$ cat config.mk
export PLATFORM = sky130hd
export DESIGN_NAME = serial_magnitude_compare_ctrl
export DESIGN_NICKNAME = d
export VERILOG_FILES = /design/src/rtl/serial_magnitude_compare_ctrl.sv
export SDC_FILE = /design/constraint.sdc
export NUM_CORES = 1
export LEC_CHECK = 0
export ABC_AREA = 1
export CAP_MARGIN = 20
export CORE_UTILIZATION = 54
export DETAILED_ROUTE_END_ITERATION = 16
export HOLD_SLACK_MARGIN = 0.06
export PLACE_DENSITY = 0.87
export SLEW_MARGIN = 20
export SYNTH_ARGS = -nofsm -noshare
export SYNTH_HDL_FRONTEND = slang
export SYNTH_SLANG_ARGS = --single-unit
$ cat constraint.sdc
create_clock -name clk -period 5.2 [get_ports clk]
set_clock_uncertainty 0.1 [all_clocks]
set_input_delay 0.78 -clock clk [delete_from_list [all_inputs] [get_ports clk]]
set_output_delay 0.78 -clock clk [all_outputs]
set_load 0.01 [all_outputs]
$ cat src/rtl/serial_magnitude_compare_ctrl.sv
// Serial magnitude comparator controller.
// Compares two WIDTH-bit unsigned operands with one 2-bit compare slice,
// walking one digit per cycle from the most significant digit down.
// Valid/ready handshake on both sides, one transaction in flight at a time.
module serial_magnitude_compare_ctrl #(
  parameter int WIDTH      = 8,
  parameter bit EARLY_EXIT = 1'b1
) (
  input  logic             clk,
  input  logic             rst,
  input  logic             in_valid,
  output logic             in_ready,
  input  logic [WIDTH-1:0] in_a,
  input  logic [WIDTH-1:0] in_b,
  output logic             out_valid,
  input  logic             out_ready,
  output logic             a_greater,
  output logic             b_greater,
  output logic             equal,
  output logic             busy
);

  localparam int DIGITS = WIDTH / 2;
  localparam int IDX_W  = (DIGITS > 1) ? $clog2(DIGITS) : 1;

  typedef enum logic [1:0] {
    IDLE    = 2'd0,
    COMPARE = 2'd1,
    DONE    = 2'd2
  } state_t;

  state_t           state;
  logic [WIDTH-1:0] op_a;
  logic [WIDTH-1:0] op_b;
  logic [IDX_W-1:0] idx;
  // Sticky record of the first (most significant) inequality seen so far.
  logic             rec_a;
  logic             rec_b;

  logic [1:0]       dig_a;
  logic [1:0]       dig_b;
  logic             dig_gt;
  logic             dig_lt;
  logic             nxt_a;
  logic             nxt_b;

  // Extract digit d (bits [2d+1:2d]) of an operand.
  function automatic logic [1:0] digit_at(input logic [WIDTH-1:0] v,
                                          input logic [IDX_W-1:0] d);
    logic [WIDTH-1:0] sh;
    sh = v >> {d, 1'b0};
    return sh[1:0];
  endfunction

  // Current digit compare and the sticky result it would produce; an earlier
  // inequality always wins over later digits.
  always_comb begin
    dig_a  = digit_at(op_a, idx);
    dig_b  = digit_at(op_b, idx);
    dig_gt = (dig_a > dig_b);
    dig_lt = (dig_a < dig_b);
    nxt_a  = rec_a | (dig_gt & ~rec_b);
    nxt_b  = rec_b | (dig_lt & ~rec_a);
  end

  // Handshake and status outputs decode directly from the state register.
  assign in_ready  = (state == IDLE);
  assign out_valid = (state == DONE);
  assign busy      = (state == COMPARE) || (state == DONE);

  // Controller FSM: accept operands, walk digits MSB first, hold the result
  // until the consumer takes it.
  always_ff @(posedge clk or posedge rst) begin
    if (rst) begin
      state     <= IDLE;
      op_a      <= '0;
      op_b      <= '0;
      idx       <= IDX_W'(DIGITS - 1);
      rec_a     <= 1'b0;
      rec_b     <= 1'b0;
      a_greater <= 1'b0;
      b_greater <= 1'b0;
      equal     <= 1'b0;
    end else begin
      unique case (state)
        IDLE: begin
          if (in_valid) begin
            op_a  <= in_a;
            op_b  <= in_b;
            idx   <= IDX_W'(DIGITS - 1);
            rec_a <= 1'b0;
            rec_b <= 1'b0;
            state <= COMPARE;
          end
        end
        COMPARE: begin
          rec_a <= nxt_a;
          rec_b <= nxt_b;
          if (EARLY_EXIT && (dig_gt || dig_lt)) begin
            a_greater <= nxt_a;
            b_greater <= nxt_b;
            equal     <= 1'b0;
            state     <= DONE;
          end else if (idx == '0) begin
            a_greater <= nxt_a;
            b_greater <= nxt_b;
            equal     <= ~nxt_a & ~nxt_b;
            state     <= DONE;
          end else begin
            idx <= idx - IDX_W'(1);
          end
        end
        DONE: begin
          if (out_ready) begin
            a_greater <= 1'b0;
            b_greater <= 1'b0;
            equal     <= 1'b0;
            state     <= IDLE;
          end
        end
        default: begin
          state <= IDLE;
        end
      endcase
    end
  end

endmodule

==> flow_summary.yaml <==
status:
  status: "finished, final reports clean"
critical_path:
  worstPathArrival_ns: 1.70
  cp_num_cells: 3
  path_class: "flip-flop to primary output"
  cp_cell_sequence: "inv_1 > ha_1 > clkdlybuf4s50_1"
  crit_fanout: 4
  worst_setup_path_end_kind: "primary output"
  cp-start-kind: "flip-flop"
  critical_path_required_ns: 4.32
  reg2regPathDepth: 9
  path_delay_family: "buffers and inverters"
  cpPeakStageDelay_ns: 0.58
  cp.buffers_inverters: 2
  cpMaxStageDelayCell: "clkdlybuf4s50_1"
clock_network:
  clock_sinks: 25
  clk_path_buf_depth: 2
  hold_buffers: 0
  cts_root_buf: "clkbuf_4"
  cts-buffers-inserted: 3
  h-tree-depth: 1
  cts_resized: 0
  post_cts_buffers: 0
  clock_latency_ns: 0.32
  cts_tree: "built"
  clk_pin_slew_ns: 0.13
placed_design:
  io_buffers: 25
  place_congestion: 0.8072
  dp_hpwl_um: 1961
  place_area_um2: 1587
  dp_slack_ns: 2.914
  dp_cells: 217
layout:
  drive_gt1_frac: 0.09326
  nets: 220
  fin_cells: 221
  final_cell_mix: "nand2_1 (76), clkdlybuf4s50_1 (25), dfrtp_1 (23)"
  final_cell_area_um2: 1613
  area_delta_synth_final_pct: 21.95
  final_common_cell: "nand2_1"
  antenna_cells: 0
global_route:
  grt_usage: 0.2384
  grt_pass1_wl_um: 4698
  first_global_vias: 1131
  antenna_found_initial: 0
  grt_max_degree: 26
  grt-ovfl-total: 0
timing:
  rsz0062_at_grt: "false"
  fin_crit_ns: 2.582
  slew_headroom: 0.3892
  tns_ns: 0
  period_share: 0.4966
  worst_slack_ns: 2.618
  hold_violations: 0
  fmax_mhz: 387.3
  tightest_slew_ns: 0.9152
  setup_viol: 0
  report.final.slew_viol_count: 0
floorplanning:
  start_util: 0.5866
  ios: 26
  rows: 17
  fp.coreArea_um2: 2255
  die_h_um: 51.49
  fp.dieW_um: 51.49
  dieArea_um2: 2651
worst_hold_path:
  holdPathStages: 2
  hold_class: "flip-flop to flip-flop"
power_and_ir_drop:
  power_leakage_nw: 0.8367
  ir_worst_vdd_mv: 0.4377
  power_per_cell_area_nw_per_um2: 660.4
  finalPower_w: 0.001065
drt:
  vias: 1132
  via_per_inst: 5.122
  drt_first_pass_iters: 4
  ant_nets: 0
  wl_per_cell_um: 11.66
  drtIter0Drc: 24
  drc: 0
  wl_um: 2577
yosys:
  synthCells: 167
  syn_avg_cell_area_um2: 7.919
  synth.distinct_cells: 26
  synth_seq_cells: 25
  synth.net_count: 193
  yosys_warnings: 0
  yosysSeqAreaShare: 0.4749
  synth_area_um2: 1323
flow_run:
  maxCapViolCount: 0
## per-stage QoR
step	util	hold slack (ns)
floorplan	-	0.3436
global placement	0.7037	0.3664
detailed placement	0.7037	0.3737
CTS	0.7153	0.3990
global route	0.7153	0.4323
finish	0.7153	0.3977
## worst paths after layout
kind / start / to / slack [ns]
worst max-delay path: state[1] / in_ready / 2.62
worst min-delay path: idx[1] / idx[1] / 0.40
worst max register to register: idx[0] / state[0] / 2.85
worst min register to register: idx[1] / idx[1] / 0.40
max in group asynchronous: rst / op_a[7] / 3.60
min in group asynchronous: rst / op_a[1] / 0.85
## tightest hold or removal path: stages, from the launching register on
cell and delay [ns]:
dfstp_2 0.41, nand2_1 0.06, nand2_1 0.04
## kinds of logic (layout without fill, tap and decap cells)
group,count (synthesis),in the layout,synth area share
AND/OR/NAND/NOR,99,99,0.3264
flip-flops,25,25,0.4749
adder cells (fa/ha/maj),6,6,0.05676
AO/OA/AOI/OAI,17,17,0.07568
buffers and inverters,20,46,0.06622
## per-layer routing
layer  part of all wire  global-route usage  up-vias  routed length (µm)
met4              0.019              0.1081        0                  48
met1               0.49              0.3118      531                1263
li1                   -                   -      573                   -
met5                  0                   0        -                   0
met2               0.46              0.3961       23                1194
met3              0.028             0.02632        5                  71
## cell usage after synthesis
| cell type | number | area [µm²] |
|---|---|---|
| nor2_2 | 1 | 6.260 |
| dfrtp_1 | 23 | 575.6 |
| o21ai_0 | 7 | 35.03 |
| a21oi_1 | 3 | 15.01 |
| dfstp_2 | 2 | 52.55 |
| a32o_1 | 2 | 20.02 |
| buf_6 | 1 | 11.26 |
| inv_1 | 12 | 45.04 |
| nand4_1 | 1 | 6.260 |
| inv_2 | 3 | 11.26 |
| nand3_4 | 1 | 17.52 |
| nand2_1 | 76 | 285.3 |
| o21a_1 | 1 | 7.510 |
| o22ai_1 | 2 | 12.51 |
| ha_1 | 6 | 75.07 |
| nand3_2 | 2 | 20.02 |
| nor2_4 | 1 | 11.26 |
| o21ai_1 | 2 | 10.01 |
| clkinv_1 | 1 | 3.750 |
| nor2_1 | 9 | 33.78 |
| nand2_4 | 1 | 11.26 |
| nand3_1 | 3 | 15.01 |
| inv_4 | 1 | 6.260 |
| or2_1 | 1 | 6.260 |
| buf_2 | 2 | 10.01 |
| nand2_2 | 3 | 18.77 |
## registers in the layout, indices dropped and copies added, names as in the netlist
signal / cells
a_greater: 1
b_greater: 1
equal: 1
idx: 2
op_a: 8
op_b: 8
rec_a: 1
rec_b: 1
state: 2
## report_power, final
group	switching [W]	total [W]	internal, W
logic	0.000373	0.000624	0.000251
registers	0.0000638	0.000355	0.000291
clock network	0.0000563	0.0000863	0.0000300
## cell type report
type	count	area, µm²
Clock buffer	4	26.28
Inverter	17	66.31
Multi-Input combinational cell	122	606.8
Fill cell	181	641.9
Timing Repair Buffer	25	250.2
Sequential cell	25	628.1
Tap cell	28	35.03
Power figures use the tool's default switching activity.
